$ cat src/rtl/alu_pkg.sv
// -----------------------------------------------------------------------------
// alu_pkg
// Shared definitions for the ALU sequencer: data/instruction widths, opcode
// codes driven on alu_c, the sequencer state encoding and the instruction
// field layout {op, rd, rs, rt}.
// -----------------------------------------------------------------------------
package alu_pkg;

  localparam int INSTR_W = 12;
  localparam int REG_W   = 8;
  localparam int NREGS   = 8;
  localparam int ADDR_W  = $clog2(NREGS);
  localparam int OP_W    = 3;

  localparam logic [OP_W-1:0] OP_ADD    = 3'b000;
  localparam logic [OP_W-1:0] OP_SUB    = 3'b001;
  localparam logic [OP_W-1:0] OP_REM    = 3'b010;
  localparam logic [OP_W-1:0] OP_AND    = 3'b011;
  localparam logic [OP_W-1:0] OP_OR     = 3'b100;
  localparam logic [OP_W-1:0] OP_CONCAT = 3'b101;
  localparam logic [OP_W-1:0] OP_EQUAL  = 3'b110;
  localparam logic [OP_W-1:0] OP_LESS   = 3'b111;

  typedef enum logic [1:0] {
    ST_IDLE  = 2'd0,
    ST_FETCH = 2'd1,
    ST_EXEC  = 2'd2,
    ST_WB    = 2'd3
  } state_t;

  typedef struct packed {
    logic [OP_W-1:0]   op;
    logic [ADDR_W-1:0] rd;
    logic [ADDR_W-1:0] rs;
    logic [ADDR_W-1:0] rt;
  } instr_t;

endpackage

$ cat src/rtl/alu_regfile.sv
// -----------------------------------------------------------------------------
// alu_regfile
// 8 x 8-bit register file: three combinational read ports and one
// synchronous write port; asynchronous active-high reset clears every entry.
// A read of the entry being written returns the old value until the edge.
//
// Ports:
//   i_clk, i_reset          clock, async active-high reset
//   i_ra0/1/2, o_rd0/1/2    read address / read data (combinational)
//   i_we, i_wa, i_wd        write enable / address / data (rising edge)
// -----------------------------------------------------------------------------
module alu_regfile
  import alu_pkg::*;
(
  input  logic              i_clk,
  input  logic              i_reset,
  input  logic [ADDR_W-1:0] i_ra0,
  input  logic [ADDR_W-1:0] i_ra1,
  input  logic [ADDR_W-1:0] i_ra2,
  output logic [REG_W-1:0]  o_rd0,
  output logic [REG_W-1:0]  o_rd1,
  output logic [REG_W-1:0]  o_rd2,
  input  logic              i_we,
  input  logic [ADDR_W-1:0] i_wa,
  input  logic [REG_W-1:0]  i_wd
);

  logic [REG_W-1:0] r_mem [NREGS];

  always_ff @(posedge i_clk or posedge i_reset) begin
    if (i_reset) begin
      for (int i = 0; i < NREGS; i++) r_mem[i] <= '0;
    end else if (i_we) begin
      r_mem[i_wa] <= i_wd;
    end
  end

  assign o_rd0 = r_mem[i_ra0];
  assign o_rd1 = r_mem[i_ra1];
  assign o_rd2 = r_mem[i_ra2];

endmodule

$ cat src/rtl/alu_sequencer.sv
// -----------------------------------------------------------------------------
// alu_sequencer
// Four-state sequencer (IDLE -> FETCH -> EXEC -> WB) that reads two operands
// from an 8x8 register file, presents them to an external combinational ALU,
// and writes the 8-bit result back. External loads may write the register
// file while idle; a load attempted while busy is dropped and flagged.
//
// Ports:
//   clk, reset            clock, async active-high reset
//   instr_valid/instr     instruction offer {op, rd, rs, rt}
//   instr_ready           accept strobe: IDLE and no load this cycle
//   load_en/addr/data     external register write request
//   rd_addr/rd_data       debug read port (combinational)
//   alu_a/alu_b/alu_c     ALU operands and select (zero outside EXEC/WB)
//   alu_result            combinational ALU result
//   busy                  any state other than IDLE
//   done                  one-cycle pulse in the writeback cycle
//   load_err              pulse when load_en arrives while busy
// -----------------------------------------------------------------------------
module alu_sequencer
  import alu_pkg::*;
(
  input  logic               clk,
  input  logic               reset,
  input  logic               instr_valid,
  input  logic [INSTR_W-1:0] instr,
  output logic               instr_ready,
  input  logic               load_en,
  input  logic [ADDR_W-1:0]  load_addr,
  input  logic [REG_W-1:0]   load_data,
  input  logic [ADDR_W-1:0]  rd_addr,
  output logic [REG_W-1:0]   rd_data,
  output logic [REG_W-1:0]   alu_a,
  output logic [REG_W-1:0]   alu_b,
  output logic [OP_W-1:0]    alu_c,
  input  logic [REG_W-1:0]   alu_result,
  output logic               busy,
  output logic               done,
  output logic               load_err
);

  state_t            r_state;
  logic [OP_W-1:0]   r_op;
  logic [ADDR_W-1:0] r_rd;
  logic [ADDR_W-1:0] r_rs;
  logic [ADDR_W-1:0] r_rt;
  logic [REG_W-1:0]  r_a;
  logic [REG_W-1:0]  r_b;
  logic [REG_W-1:0]  r_res;
  logic              r_busy;
  logic              r_done;

  instr_t            w_instr;
  logic              w_idle;
  logic              w_accept;
  logic              w_wb;
  logic              w_we;
  logic [ADDR_W-1:0] w_wa;
  logic [REG_W-1:0]  w_wd;
  logic [REG_W-1:0]  w_rs_data;
  logic [REG_W-1:0]  w_rt_data;
  logic              w_drive_alu;

  assign w_instr = instr_t'(instr);
  assign w_idle  = (r_state == ST_IDLE);
  assign w_wb    = (r_state == ST_WB);

  // instr_ready and load_err must react to load_en in the same cycle, so
  // they are decoded combinationally from the registered state.
  assign instr_ready = w_idle && !load_en;
  assign w_accept    = instr_valid && instr_ready;
  assign load_err    = load_en && !w_idle;

  // Single write port: writeback owns it in WB; otherwise only an idle load
  // may write (loads while busy are discarded).
  assign w_we = w_wb || (w_idle && load_en);
  assign w_wa = w_wb ? r_rd  : load_addr;
  assign w_wd = w_wb ? r_res : load_data;

  assign w_drive_alu = (r_state == ST_EXEC) || w_wb;
  assign alu_a = w_drive_alu ? r_a  : '0;
  assign alu_b = w_drive_alu ? r_b  : '0;
  assign alu_c = w_drive_alu ? r_op : '0;

  assign busy = r_busy;
  assign done = r_done;

  alu_regfile u_regfile (
    .i_clk   (clk),
    .i_reset (reset),
    .i_ra0   (r_rs),
    .i_ra1   (r_rt),
    .i_ra2   (rd_addr),
    .o_rd0   (w_rs_data),
    .o_rd1   (w_rt_data),
    .o_rd2   (rd_data),
    .i_we    (w_we),
    .i_wa    (w_wa),
    .i_wd    (w_wd)
  );

  always_ff @(posedge clk or posedge reset) begin
    if (reset) begin
      r_state <= ST_IDLE;
      r_op    <= '0;
      r_rd    <= '0;
      r_rs    <= '0;
      r_rt    <= '0;
      r_a     <= '0;
      r_b     <= '0;
      r_res   <= '0;
      r_busy  <= 1'b0;
      r_done  <= 1'b0;
    end else begin
      case (r_state)
        ST_IDLE: begin
          r_done <= 1'b0;
          if (w_accept) begin
            r_op    <= w_instr.op;
            r_rd    <= w_instr.rd;
            r_rs    <= w_instr.rs;
            r_rt    <= w_instr.rt;
            r_busy  <= 1'b1;
            r_state <= ST_FETCH;
          end
        end
        // Operands are captured here, a cycle before any writeback, so
        // rd==rs / rd==rt always see the pre-instruction value.
        ST_FETCH: begin
          r_a     <= w_rs_data;
          r_b     <= w_rt_data;
          r_state <= ST_EXEC;
        end
        ST_EXEC: begin
          r_res   <= alu_result;
          r_done  <= 1'b1;
          r_state <= ST_WB;
        end
        ST_WB: begin
          r_done  <= 1'b0;
          r_busy  <= 1'b0;
          r_state <= ST_IDLE;
        end
        default: begin
          r_done  <= 1'b0;
          r_busy  <= 1'b0;
          r_state <= ST_IDLE;
        end
      endcase
    end
  end

endmodule

$ cat config.mk
export PLATFORM = sky130hd
export DESIGN_NAME = alu_sequencer
export DESIGN_NICKNAME = d
export VERILOG_FILES = /design/src/rtl/alu_pkg.sv /design/src/rtl/alu_regfile.sv /design/src/rtl/alu_sequencer.sv
export SDC_FILE = /design/constraint.sdc
export NUM_CORES = 1
export LEC_CHECK = 0
export ABC_AREA = 1
export ABC_CLOCK_PERIOD_IN_PS = 4019
export CORE_ASPECT_RATIO = 2
export CORE_UTILIZATION = 26
export DETAILED_ROUTE_END_ITERATION = 16
export DONT_BUFFER_PORTS = 1
export PLACE_DENSITY_LB_ADDON = 0.25
export SLEW_MARGIN = 10
export SYNTH_ARGS = -nofsm -noshare
export SYNTH_HDL_FRONTEND = slang
export SYNTH_SLANG_ARGS = --single-unit
export TNS_END_PERCENT = 20
$ cat constraint.sdc
create_clock -name clk -period 4.02 [get_ports clk]
set_input_delay 0.804 -clock clk [delete_from_list [all_inputs] [get_ports clk]]
set_output_delay 0.804 -clock clk [all_outputs]
set_load 0.02 [all_outputs]
==> flow_metrics.tcl, run 1 <==
set metrics [dict create \
    routabilityCongestion 0.836 \
    p_leak_nw 3.33 \
    syn_area_um2 6160 \
    final_common_cell "nand2_1" \
    cp.required_ns 3.22 \
    layout_common_cells "294 x nand2_1, 113 x nand3_1, 106 x inv_1, 104 x dfrtp_1, 54 x o21ai_1" \
    synth_top_family_by_area "simple AND/OR/NAND/NOR gates" \
    initial_utilization_pct 26.5 \
    regArea_um2 2600 \
    arrival_ns 2.38 \
    clock_sink_count 104 \
    post_drt_via_cell_ratio 4.81 \
    slew_viol_final 0 \
    seqPwrFrac_pct 33.2 \
    p_clk_share_pct 15.9 \
    vias 5532 \
    worst_pin_slew_ns 1.17 \
    area_delta_synth_final_pct 7.30 \
    grt_pass1_wl_mm 32.1 \
    ir_drop_mv 0.250 \
    hold_ws_ns 0.211 \
    cts_resized 0 \
    ff2ff_setup_slack_ns 1.47 \
    drtIter0Drc 413 \
    rsz0062_at_grt "false" \
    die-area_um2 24300 \
    firstDrtPassIters 5 \
    wl_mm 20.7 \
    powerDensity_nw_per_um2 853 \
    p_total_mw 5.63 \
    period_needed_ns 3.18 \
    synthAdderAreaFrac_pct 1.02 \
    synth_compound_area_share_pct 14.6 \
    rr_worst_depth 7 \
    grt_overflow 0 \
    diodes 0 \
    r2r-start "r_state[0]" \
    path_class "reg2out" \
    grt_max_degree 93 \
    nFillCells 2549 \
    rr_endpoint "r_rt[1]" \
    drtAntennaViolNets 0 \
    finClkSkew_ns 0.00822 \
    fmax_ghz 0.314 \
    status "complete, no violations" \
    grt_pass1_vias 5394 \
    die_width_um 111 \
    ios 69 \
    post_cts_buffers 0 \
    synth_xor_xnor_area_share_pct 0 \
    htree_levels 3 \
    fp.coreArea_um2 23200 \
    power.internal_mw 2.80 \
    routedWlPerCell_um 18.0 \
    multi_input_area_um2 2850 \
    relSlewSlack_pct 21.7 \
    cts_made_buffers 9 \
    yosysUniqueCellTypes 21 \
    final.period_utilization_pct 79.1 \
    finalSetupViolCount 0 \
    start_kind "register" \
    post_route_cells_drive_above_1_share_pct 6.93 \
    synth_seq_cells 104 \
    p_switching_mw 2.84 \
    maxCapViolCount 0 \
    die_y_um 220 \
    hold_viol_final 0 \
    clk_latency_ns 0.38 \
    rows 79 \
    postCtsHoldBufs 0 \
    antenna_found_initial 0 \
    synthMuxAreaShare_pct 0 \
    cp-endpoint "alu_b[7]" \
    sw_frac_of_total_pct 50.4 \
    syn_area_per_cell_um2 6.91 \
    critPathMaxFanout 24 \
    clk_pin_slew_ns 0.08 \
    nets 904 \
    cp-end-kind "primary output" \
    post-dp-hpwl_mm 15.5 \
    track_usage_pct 17.6 \
    ys_seq_area_share_pct 42.3 \
    min_path_type "in2async" \
    postSynthCellCount 891 \
    fin_tns_setup_ns 0 \
    crit_path_start "r_state[0]" \
    synth_warnings 0 \
    portBuffers 0 \
    cts_buffer_depth 2 \
    drcViolationCount 0 \
    syn_nets 934 \
    synthSimpleGateAreaFrac_pct 30.7 \
    cts_tree "yes" \
    clockRootBuffer "clkbuf_16" \
    combPwrFrac_pct 50.9 \
]
-- synthesized netlist by cell type, drive strengths merged --
| master | n | area (um^2) |
|---|---|---|
| nand2 | 303 | 1160 |
| o21ai | 118 | 662 |
| nand3 | 113 | 566 |
| inv | 109 | 409 |
| dfrtp | 104 | 2600 |
| a21oi | 44 | 231 |
| nor2 | 39 | 164 |
| clkbuf | 28 | 105 |
| buf | 22 | 169 |
| clkinv | 5 | 18.8 |
| ha | 5 | 62.6 |
| a22oi | 1 | 7.51 |
-- critical path: stages, from the launching register on --
cell and delay [ns]:
dfrtp_1 0.41, ha_1 0.52, nor2_2 0.77, nor2_1 0.28
-- cell type report --
type / count / area share [%]
Tap cell: 283 / 5.36
Timing Repair Buffer: 9 / 1.21
Clock inverter: 6 / 0.720
Multi-Input combinational cell: 623 / 43.2
Clock buffer: 10 / 3.62
Inverter: 114 / 6.52
Sequential cell: 104 / 39.4
-- flip-flops by register name, summed over array words and instances (netlist names) --
register,cells
r_rd,3
busy,1
done,1
r_state,2
r_rs,3
r_b,8
r_res,8
r_op,3
r_a,8
u_regfile.r_mem,64
r_rt,3
-- power groups by stage --
stage / Combinational (mW) / Clock (mW) / Sequential (mW)
floorplan: 2.24 / 0 / 1.72
global placement: 2.88 / 0 / 1.88
detailed placement: 2.89 / 0 / 1.88
CTS: 2.91 / 0.923 / 1.87
global route: 3.25 / 0.957 / 1.93
finish: 2.87 / 0.894 / 1.87
-- cells by family after synthesis --
logic type,after synthesis
adders and majority gates,5
buffers and inverters,164
AOI/OAI and AO/OA,163
DFF,104
and+or+nand+nor,455
-- through the flow --
stage               cell area, um^2  std cells  setup WS [ns]  util [%]
CTS                            6610       1149          0.702      28.4
finish                         6610       1149          0.840      28.4
detailed placement             6320       1133           1.12      27.2
floorplan                      6160        891          0.484         -
global placement               6320       1133           1.15      27.2
global route                   6610       1149          0.577      28.4
-- how the worst min path moves through the flow --
stage | startpoint | end | slack [ns] | cells past startpoint
finish | reset | u_regfile.r_mem[17] | 0.21 | 1
global route | reset | u_regfile.r_mem[18] | 0.21 | 1
CTS | reset | u_regfile.r_mem[18] | 0.21 | 1
detailed placement | r_b[7] | r_b[7] | 0.47 | 2
global placement | u_regfile.r_mem[8] | u_regfile.r_mem[8] | 0.47 | 2
floorplan | r_a[0] | r_a[0] | 0.45 | 2
-- layer usage --
metal | global-route usage (%) | share of wire [%]
met5 | 0 | 0
met4 | 9.02 | 4.0
met3 | 2.59 | 3.6
met2 | 32.7 | 54
met1 | 19.1 | 39
Power figures use the tool's default switching activity.
==> run 2, diff against run 1 <==
- ABC_CLOCK_PERIOD_IN_PS: 4019 -> 3260
- clock period: 4.02 -> 3.26 ns (I/O delays scaled with it)
==> run 2 against run 1 <==
Effect of this change:
- die area unchanged
- non-clock buffer count up 9
- combinational power up 27%
- total power up 26%
- clock skew down 0.0011 ns
- sequential cell count unchanged
- sequential share of layout area down 0.51 points
- utilization up 0.37 points
- routed wire length up 0.77%
- register-to-register slack worse by 0.30 ns
- critical path type unchanged
- largest cell class unchanged
==> flow_metrics.tcl, run 2 (same netlist as run 1, synthesis figures left out) <==
set metrics [dict create \
    status "complete, no violations" \
    nets 913 \
    rsz0062_at_grt "false" \
    maxCapViolCount 0 \
    largest_register_ffs 64 \
    cts_buffer_depth 2 \
    die_width_um 111 \
    post-dp-hpwl_mm 15.4 \
    clk_latency_ns 0.37 \
    initial_utilization_pct 26.5 \
    cp_slowest_cell "nor2_2" \
    top_register "u_regfile.r_mem" \
    grt_pass1_wl_mm 32.1 \
    finalSetupViolCount 0 \
    routedWlPerCell_um 18.0 \
    cp.required_ns 2.61 \
    wl_mm 20.8 \
    post_drt_via_cell_ratio 4.82 \
    period_needed_ns 2.86 \
    p_total_mw 7.08 \
    fin_tns_setup_ns 0 \
    fp.coreArea_um2 23200 \
    antenna_found_initial 0 \
    layout_common_cells "294 x nand2_1, 113 x nand3_1, 106 x inv_1, 104 x dfrtp_1, 54 x o21ai_1" \
    area_delta_synth_final_pct 8.70 \
    grt_pass1_vias 5249 \
    ir_drop_mv 0.312 \
    clock_sink_count 104 \
    fmax_ghz 0.349 \
    clk_pin_slew_ns 0.08 \
    start_kind "register" \
    drcViolationCount 0 \
    firstDrtPassIters 5 \
    drtIter0Drc 371 \
    rr_worst_depth 10 \
    routabilityCongestion 0.843 \
    critPathMaxFanout 19 \
    rows 79 \
    final_common_cell "nand2_1" \
    cts_resized 0 \
    post_cts_buffers 0 \
    htree_levels 3 \
    ios 69 \
    die_y_um 220 \
    post_route_cells_drive_above_1_share_pct 7.77 \
    vias 5580 \
    drtAntennaViolNets 0 \
    critical_path.max_stage_delay_ns 0.68 \
    p_leak_nw 3.37 \
    clockRootBuffer "clkbuf_16" \
    nFillCells 2546 \
    postCtsHoldBufs 0 \
    relSlewSlack_pct 41.1 \
    final.period_utilization_pct 87.8 \
    slew_viol_final 0 \
    diodes 0 \
    finish.utilization_pct 28.8 \
    finClkSkew_ns 0.00713 \
    cts_tree "yes" \
    path_class "reg2out" \
    cp-end-kind "primary output" \
    grt_overflow 0 \
    cts_made_buffers 9 \
    powerDensity_nw_per_um2 1060 \
    track_usage_pct 17.6 \
    min_path_type "in2async" \
    cp_cell_sequence "inv_1, ha_1, buf_4, nor2_2, nor2_1" \
    portBuffers 0 \
    arrival_ns 2.21 \
    grt_max_degree 105 \
    worst_pin_slew_ns 0.878 \
    hold_viol_final 0 \
    die-area_um2 24300 \
]
## run 2: power breakdown
part           internal (mW)  switching, mW
combinational           1.07           2.56
sequential              1.87          0.412
clock                  0.611          0.557
## run 2: critical path: cells and delay by family (launching register included)
kind / cells / cell delay [ns]
buf+inv: 2 / 0.29
flops: 1 / 0.38
simple gates: 2 / 0.96
fa+ha+maj: 1 / 0.20
## run 2: metal layers
layer | wire length (um) | GRT usage [%]
met5 | 0 | 0
met3 | 822 | 2.94
met4 | 760 | 8.58
met1 | 7970 | 19.2
met2 | 11300 | 32.6
## run 2: final timing paths
check                         startpoint                  end  slack [ns]
setup reg to reg              r_state[0]   u_regfile.r_mem[7]        1.17
hold reg to reg                   r_a[2]               r_a[2]        0.48
setup / recovery              r_state[0]             alu_a[0]        0.40
max in group asynchronous          reset              r_rt[0]        2.46
hold / removal                     reset  u_regfile.r_mem[13]        0.29
min in group clk           alu_result[4]             r_res[4]        0.40
## run 2: cell type report
cell class                      count  area [um^2]  share of cell area [%]
Clock inverter                      6         75.1                    1.12
Multi-Input combinational cell    623         2850                    42.6
Sequential cell                   104         2600                    38.9
Clock buffer                       10          229                    3.42
Inverter                          114          432                    6.45
Tap cell                          283          354                    5.29
Timing Repair Buffer               18          148                    2.21
## run 2: through the flow
step	cells	area [um^2]	setup WS, ns	hold WS, ns
after global routing	1158	6690	0.144	0.365
after CTS	1158	6690	0.260	0.336
after detailed placement	1142	6390	0.676	0.470
after global placement	1142	6390	0.699	0.465
final	1158	6690	0.396	0.287
after floorplan	891	6160	1.11	0.449
